File: src/rtl/mod_addsub_serial.sv
// mod_addsub_serial
//   Limb-serial modular adder/subtractor. Pass 1 (PH1) forms s = a +/- b one
//   LIMB slice per cycle and keeps the carry/borrow out of the top as flag f.
//   Pass 2 (PH2) forms t = s -/+ p the same way. The result is then either s
//   or t. Done is presented 2*NL+1 cycles after start is accepted.
//
//   Build option: define MOD_ADDSUB_SUB_EN to enable modular subtraction
//   (op=1). Without it, op is ignored and every request is a modular add.
//
// Parameters
//   WIDTH  operand/modulus/result width; must be a multiple of LIMB
//   LIMB   bits handled per cycle
// Ports
//   clk     rising-edge clock
//   rst     synchronous active-high reset
//   start   request, only looked at while idle
//   op      0 = (a+b) mod p, 1 = (a-b) mod p (subtraction build only)
//   a, b    operands, each below p
//   p       modulus, at least 2
//   busy    high whenever not idle
//   done    one-cycle pulse while the result is first valid
//   result  modular result, held until overwritten by the next operation
module mod_addsub_serial #(
  parameter int WIDTH = 256,
  parameter int LIMB  = 64
) (
  input  logic             clk,
  input  logic             rst,
  input  logic             start,
  input  logic             op,
  input  logic [WIDTH-1:0] a,
  input  logic [WIDTH-1:0] b,
  input  logic [WIDTH-1:0] p,
  output logic             busy,
  output logic             done,
  output logic [WIDTH-1:0] result
);

  localparam int NL = WIDTH / LIMB;
  localparam int CW = (NL > 1) ? $clog2(NL) : 1;

  typedef enum logic [1:0] {
    IDLE = 2'd0,
    PH1  = 2'd1,
    PH2  = 2'd2,
    FIN  = 2'd3
  } state_t;

  state_t           state_r;
  state_t           state_next_s;
  logic [CW-1:0]    cnt_r;
  logic             c_r;
  logic             f_r;
  logic [WIDTH-1:0] a_r;
  logic [WIDTH-1:0] b_r;
  logic [WIDTH-1:0] p_r;
  logic [WIDTH-1:0] s_r;
  logic [WIDTH-1:0] t_r;
  logic             busy_r;
  logic             done_r;
  logic [WIDTH-1:0] result_r;

  logic             last_s;
  logic             ph1_sub_s;
  logic             ph2_sub_s;
  logic [LIMB:0]    ph1_res_s;
  logic [LIMB:0]    ph2_res_s;
  logic [WIDTH-1:0] s_rot_s;
  logic [WIDTH-1:0] t_next_s;
  logic             use_t_s;
  logic [WIDTH-1:0] sel_s;

  // One limb of add (sub=0) or subtract (sub=1); top bit is carry or borrow.
  function automatic logic [LIMB:0] limb_op(input logic [LIMB-1:0] x,
                                            input logic [LIMB-1:0] y,
                                            input logic            cin,
                                            input logic            sub);
    logic [LIMB:0] r;
    if (sub) begin
      r = {1'b0, x} - {1'b0, y} - {{LIMB{1'b0}}, cin};
    end else begin
      r = {1'b0, x} + {1'b0, y} + {{LIMB{1'b0}}, cin};
    end
    return r;
  endfunction

  // Shift a word down by one limb and place a new limb at the top.
  function automatic logic [WIDTH-1:0] shift_in(input logic [WIDTH-1:0] x,
                                                input logic [LIMB-1:0]  top);
    return (x >> LIMB) | (WIDTH'(top) << (WIDTH - LIMB));
  endfunction

`ifdef MOD_ADDSUB_SUB_EN
  logic op_r;
`else
  logic unused_op_s;
  assign unused_op_s = op;
`endif

  // Datapath slice arithmetic and final result selection.
  always_comb begin
    last_s = (cnt_r == CW'(NL - 1));
`ifdef MOD_ADDSUB_SUB_EN
    ph1_sub_s = op_r;
    ph2_sub_s = ~op_r;
`else
    ph1_sub_s = 1'b0;
    ph2_sub_s = 1'b1;
`endif
    ph1_res_s = limb_op(a_r[LIMB-1:0], b_r[LIMB-1:0], c_r, ph1_sub_s);
    ph2_res_s = limb_op(s_r[LIMB-1:0], p_r[LIMB-1:0], c_r, ph2_sub_s);
    // s is rotated through PH2 so it is whole again after the last slice.
    s_rot_s  = shift_in(s_r, s_r[LIMB-1:0]);
    t_next_s = shift_in(t_r, ph2_res_s[LIMB-1:0]);
`ifdef MOD_ADDSUB_SUB_EN
    // Add: take t when {f,s} >= p. Sub: take t (s+p) when a-b borrowed.
    use_t_s = op_r ? f_r : (f_r | ~ph2_res_s[LIMB]);
`else
    use_t_s = f_r | ~ph2_res_s[LIMB];
`endif
    sel_s = use_t_s ? t_next_s : s_rot_s;
  end

  // Next-state logic.
  always_comb begin
    state_next_s = state_r;
    case (state_r)
      IDLE:    state_next_s = start  ? PH1 : IDLE;
      PH1:     state_next_s = last_s ? PH2 : PH1;
      PH2:     state_next_s = last_s ? FIN : PH2;
      FIN:     state_next_s = IDLE;
      default: state_next_s = IDLE;
    endcase
  end

  // State register.
  always_ff @(posedge clk) begin
    if (rst) begin
      state_r <= IDLE;
    end else begin
      state_r <= state_next_s;
    end
  end

  // Operand capture, limb-serial datapath and registered outputs.
  always_ff @(posedge clk) begin
    if (rst) begin
      cnt_r    <= {CW{1'b0}};
      c_r      <= 1'b0;
      f_r      <= 1'b0;
      a_r      <= {WIDTH{1'b0}};
      b_r      <= {WIDTH{1'b0}};
      p_r      <= {WIDTH{1'b0}};
      s_r      <= {WIDTH{1'b0}};
      t_r      <= {WIDTH{1'b0}};
      busy_r   <= 1'b0;
      done_r   <= 1'b0;
      result_r <= {WIDTH{1'b0}};
`ifdef MOD_ADDSUB_SUB_EN
      op_r     <= 1'b0;
`endif
    end else begin
      busy_r <= (state_next_s != IDLE);
      done_r <= 1'b0;
      case (state_r)
        IDLE: begin
          if (start) begin
            a_r   <= a;
            b_r   <= b;
            p_r   <= p;
            cnt_r <= {CW{1'b0}};
            c_r   <= 1'b0;
            f_r   <= 1'b0;
`ifdef MOD_ADDSUB_SUB_EN
            op_r  <= op;
`endif
          end
        end
        PH1: begin
          a_r <= shift_in(a_r, {LIMB{1'b0}});
          b_r <= shift_in(b_r, {LIMB{1'b0}});
          s_r <= shift_in(s_r, ph1_res_s[LIMB-1:0]);
          if (last_s) begin
            f_r   <= ph1_res_s[LIMB];
            c_r   <= 1'b0;
            cnt_r <= {CW{1'b0}};
          end else begin
            c_r   <= ph1_res_s[LIMB];
            cnt_r <= cnt_r + CW'(1);
          end
        end
        PH2: begin
          s_r <= s_rot_s;
          p_r <= shift_in(p_r, p_r[LIMB-1:0]);
          t_r <= t_next_s;
          c_r <= ph2_res_s[LIMB];
          if (last_s) begin
            cnt_r    <= {CW{1'b0}};
            result_r <= sel_s;
            done_r   <= 1'b1;
          end else begin
            cnt_r <= cnt_r + CW'(1);
          end
        end
        FIN: begin
          c_r <= 1'b0;
        end
        default: begin
          c_r <= 1'b0;
        end
      endcase
    end
  end

  assign busy   = busy_r;
  assign done   = done_r;
  assign result = result_r;

endmodule

File: config.mk
export PLATFORM = sky130hd
export DESIGN_NAME = mod_addsub_serial
export DESIGN_NICKNAME = d
export VERILOG_FILES = /design/src/rtl/mod_addsub_serial.sv
export SDC_FILE = /design/constraint.sdc
export NUM_CORES = 2
export LEC_CHECK = 0
export CAP_MARGIN = 20
export CORE_AREA = 2 2 406 408
export DETAILED_ROUTE_END_ITERATION = 16
export DIE_AREA = 0 0 408 410
export GPL_TIMING_DRIVEN = 0
export PLACE_DENSITY = 0.63
export SETUP_SLACK_MARGIN = 0.2
export SLEW_MARGIN = 0
export SYNTH_ARGS = -nofsm -noshare
export SYNTH_HDL_FRONTEND = slang
export SYNTH_SLANG_ARGS = --single-unit
File: constraint.sdc
create_clock -name clk -period 6.7 [get_ports clk]
set_input_delay 1.005 -clock clk [delete_from_list [all_inputs] [get_ports clk]]
set_output_delay 1.005 -clock clk [all_outputs]
set_load 0.02 [all_outputs]
# Word level (Yosys, flattened, before mapping)
# Cells that the tools add are included.
[classes] n_addsub=5 n_eq_ne=6 muxes=21 n_bitwise=7 reduce_logical=13
[ops] operator="256-bit case mux with 2 select lines" count=4
[ops] operator="256-bit two-way mux" count=4
[ops] operator="192-bit by 256-bit bitwise OR with 256-bit output" count=4
[ops] operator="64-bit by 64-bit adder with 65-bit output" count=1
[ops] operator="65-bit by 1-bit adder with 65-bit output" count=1
[ops] operator="64-bit by 64-bit subtractor with 65-bit output" count=1
[ops] operator="65-bit by 1-bit subtractor with 65-bit output" count=1
[ops] operator="2-bit nonzero test" count=5
[ops] operator="2-bit case mux with 4 select lines" count=1
[ops] operator="2-bit AND reduction" count=4
[ops] operator="2-bit equality test (second input constant)" count=3
[ops] operator="1-bit two-way mux" count=6
[ops] operator="2-bit two-way mux" count=3
[ops] operator="2-bit inequality test (second input constant)" count=2
[ops] operator="1-bit case mux with 4 select lines" count=1
[ops] operator="2-bit case mux with 2 select lines" count=1
[ops] operator="2-bit OR reduction" count=2
[ops] operator="3-bit AND reduction" count=1
[ops] operator="2-bit by 1-bit adder with 2-bit output (second input constant)" count=1
[ops] operator="2-bit by 1-bit equality test with 1-bit output (second input constant)" count=1
[ops] operator="2-bit logical NOT" count=1
[ops] operator="1-bit inverter" count=2
[ops] operator="1-bit case mux with 2 select lines" count=1
[ops] operator="1-bit bitwise OR" count=1
[word_totals] register_bits=1544 inputBits=772 elab_cells=64

# Logic depth before layout (Yosys ltp)
[depth] word_depth=5 depth_mapped=18

# Worst setup path after synthesis
# Ideal clock, no wire load.
[synth_timing] path_kind="reg-to-reg" start="register c_r" end="register result_r[149] (netlist: result[149])" t_arrival_ps=4707 t_required_ps=6609 setup_slack_ps=1902 path_stages_with_launch=18 period_less_slack_ps=4798 cell_sequence="dfxtp_1 > inv_1 > fa_1 > inv_1 > ha_1 > or2_2 > fa_1 > nand2b_1 > a2111o_1 > and3_1 > o31a_1 > a21bo_1 > a211oi_2 > mux2i_1 > clkbuf_1 > clkbuf_1 > nand2_1 > a311oi_1"
[synth_between] elab_chain_cells=4
[synth_lines] element="start, declared" line_no="52" text="logic c_r;"
[synth_lines] element="start signal, assigned" line_no="188" text="c_r <= ph1_res_s[LIMB];"
[synth_lines] element="start signal, assigned" line_no="196" text="c_r <= ph2_res_s[LIMB];"
[synth_lines] element="65-bit by 1-bit subtractor with 65-bit output" line_no="80" text="r = {1'b0, x} - {1'b0, y} - {{LIMB{1'b0}}, cin};"
[synth_lines] element="1-bit inverter" line_no="119" text="use_t_s = f_r | ~ph2_res_s[LIMB];"
[synth_lines] element="1-bit bitwise OR" line_no="119"
[synth_lines] element="256-bit two-way mux" line_no="121" text="sel_s = use_t_s ? t_next_s : s_rot_s;"
[synth_lines] element="end signal, assigned" line_no="158" text="result_r <= {WIDTH{1'b0}};"
[synth_lines] element="end signal, assigned" line_no="199" text="result_r <= sel_s;"
[synth_lines] element="end, declared" line_no="61" text="logic [WIDTH-1:0] result_r;"
# Every way passes these cells.
# A chain may end at the register's enable or synchronous reset.

# Worst setup path after layout
[layout_timing] start="register c_r" end="register result_r[192] (netlist: result[192])"
[layout_between] elab_chain_cells=4
[layout_lines] element="65-bit by 1-bit subtractor with 65-bit output (*)" line_no="80"
[layout_lines] element="1-bit inverter" line_no="119"
[layout_lines] element="1-bit bitwise OR" line_no="119"
[layout_lines] element="256-bit two-way mux (*)" line_no="121"
# Every way passes the cells marked *; elsewhere a longest branch is shown, timed or not.

==> impl_metrics.ini <==
[run_status]
status = finished, final reports clean

[timing]
rsz0062_at_grt = no
clock_skew_ns = 0.0545
worst_pin_slew_ns = 1.26
final_hold_viol_count = 0
slew_violations = 0
fin_crit_ns = 6.35
relSlewSlack_pct = 15.7
clock.fmax_ghz = 0.158
finalSetupViolations = 0
tns_ns = 0
postLayoutSetupSlackWorst_ns = 0.355
fin_crit_sh_pct = 94.7

[min_path]
hp-class = flip-flop to flip-flop

[routing]
vias = 63200
drc_errors = 0
viasPerCell = 5.62
antenna_left = 0
detail_route.wl_per_cell_um = 26.8
dr.pass1.iters = 5
finalWirelength_mm = 301
drtIter0Drc = 5243

[yosys]
yosys.area.top_type_share_pct = 43.7
ys.flop_type = dfxtp_1
syn_avg_cell_area_um2 = 8.83
async_reset_ff_share_pct = 0
ys_types = 69
syn-num-nets = 8650
ys_warn_count = 0
seq_area_frac_synth_pct = 43.7
synth_top_cell_by_area = dfxtp_1
synthTopCellsByArea = dfxtp_1 (44%), mux2i_1 (15%), nor2_1 (8.6%), a211oi_1 (7.8%), ha_1 (3.6%)
ys_seq_elements = 1480
synth_area_um2 = 67900
synth_cells = 7681
synth-edff-count = 0

[placement]
dpl_worst_slack_ns = -0.113
gp_congestion = 0.994
place_hpwl_mm = 247
portBuffers = 1027
dp.cells = 10900

[finish]
drive_gt1_share_pct = 3.77
layout_common_cells = nor2_1 (1562), dfxtp_1 (1480), clkdlybuf4s50_1 (1027)
nFillCells = 15600
areaGrowthSynthToFinish_pct = 27.9
fin_cells = 11300
ff_latch_area_um2 = 29600
nets = 9858
final_common_cell = nor2_1
multi_input_area_um2 = 34900

[critical_path]
worst_setup_path_start_kind = flip-flop
worst-endpoint-required_ns = 7.41
worst-path-max-fanout = 10
end_kind = flip-flop
path_class = flip-flop to flip-flop
arrival_ns = 7.06

[die]
start_util_pct = 41.5
rows = 149
dieWidth_um = 408
io_pins = 1030
core_area_um2 = 163000
die_y_um = 410
dieArea_um2 = 167000

[pwr]
switchingPower_uw = 7630
p_int_uw = 16500
seqPwrFrac_pct = 40.4
finalPower_uw = 24100
ir_drop_mv = 0.274
power_frac_clock_pct = 38.5
power.share.switching_pct = 31.7
p_leak_uw = 0.0311
pwr-share-comb_pct = 21.1
power.density_cell_area_nw_per_um2 = 278

[clocking]
cts_max_path_buffers = 3
clkSlewWorstSetupHoldPaths_ns = 0.06
numCtsBuffers = 161
clock-sinks = 1480
post_cts_buffers = 0
clk_latency_ns = 0.80
root_buffer = clkbuf_16
htree_levels = 4
cts_tree = done

[global_route]
antenna_found_initial = 73
first_global_vias = 61000
grt_pass1_wl_mm = 424
grt.total_usage_pct = 34.5
gr-total-overflow = 0
grt_max_degree = 17

[run]
maxCapViolations = 0
final cells by class:
type | instances | area share (%)
multi-input cells | 5332 | 40.3
flip-flops and latches | 1480 | 34.1
repair buffers | 1045 | 12.1
clock buffers | 244 | 5.53
well taps | 2189 | 3.16
plain buffers | 636 | 2.81
inverters | 233 | 1.01
clock inverters | 53 | 0.818
diodes | 42 | 0.121
what timing repair did:
item	in CTS	in global routing
endpoints found under the setup margin	48	14
gates resized for setup	2	2
hold buffers	0	0
flip-flops by register name, summed over array words and instances, names as in the netlist, 2 cells and up:
register and count:
cnt_r 2, b_r 256, result 256, p_r 256, state_r 2, a_r 256, t_r 192, s_r 256
power groups by stage:
| stage | clock network (uW) | logic, uW | registers (uW) |
|---|---|---|---|
| 6_report | 9260 | 5080 | 9740 |
| 5_1_grt | 9680 | 5410 | 9770 |
| 4_1_cts | 9340 | 4990 | 9730 |
| 3_5_place_dp | 0 | 4960 | 9920 |
| 3_3_place_gp | 0 | 4900 | 9910 |
| 2_1_floorplan | 0 | 2880 | 9710 |
kinds of logic (layout without fill, tap and decap cells):
kind of cell,Yosys count,in the layout,synth area share [%]
buffers and inverters,869,2211,4.87
and+or+nand+nor,2318,2318,13.4
DFF,1480,1480,43.7
xor gates and xnor gates,121,121,1.56
AOI/OAI and AO/OA,1675,1675,17.7
other,0,42,0
muxes,1021,1021,15.1
adders and majority gates,197,197,3.68
cell usage after synthesis, types with 4 or more instances:
master / n
nor2_1: 1562
dfxtp_1: 1480
mux2i_1: 1021
a211oi_1: 707
nand2_1: 570
clkbuf_1: 558
inv_1: 231
a21oi_1: 214
a311oi_1: 213
ha_1: 193
o21ai_0: 132
a22oi_1: 131
a21o_1: 80
xnor2_1: 78
buf_1: 47
xor2_1: 43
nand4_1: 39
nor3_1: 36
o21bai_1: 36
o211ai_1: 34
buf_2: 30
a31oi_1: 27
nand3_1: 26
nor2b_1: 15
and3_1: 12
nand2b_1: 11
o22ai_1: 11
o31ai_1: 11
o21a_1: 10
a31o_2: 9
and2_1: 9
or3_1: 9
a221oi_1: 8
nor4_1: 8
a21boi_0: 7
or2_2: 7
a221o_1: 4
and4_1: 4
fa_1: 4
o211a_1: 4
per-layer routing:
layer  track usage, %  vias up  share of wire [%]  routed length, um
li1                 -    29700                  -                  -
met1             40.1    30400                 39             117000
met2             58.9     2444                 48             144000
met3             6.94      648                6.9              20800
met4             20.3       46                6.5              19700
met5                0        -               0.10                315
worst paths after layout:
kind | slack (ns) | start | to | cells past startpoint
worst max register to register | 0.35 | c_r | result[192] | 17
worst min-delay path | 0.46 | result[192] | result[192] | 2
worst min register to register | 0.46 | result[192] | result[192] | 2
worst max-delay path | 0.35 | c_r | result[192] | 17
worst max-delay path, stage by stage (launching register included):
cell and delay [ns]:
dfxtp_1 0.33, inv_1 0.13, fa_1 0.59, inv_1 0.05, ha_1 0.18, or2_2 0.29, fa_1 0.44, nand2b_1 0.19
a2111o_1 0.45, and3_1 0.24, o31a_1 0.37, a21bo_1 0.27, a211oi_2 0.38, mux2i_2 0.70, clkbuf_2 0.56, clkbuf_1 0.59
o211ai_1 0.32, a21oi_1 0.21
metrics by stage:
step / instance area, um2 / hold WS (ns) / utilization, %
after detailed placement: 81100 / 0.453 / 49.6
final: 86800 / 0.456 / 53.1
after global routing: 86800 / 0.489 / 53.1
after floorplan: 67900 / 0.458 / -
after CTS: 86600 / 0.457 / 53.0
after global placement: 80900 / 0.445 / 49.5
Power figures use the tool's default switching activity.
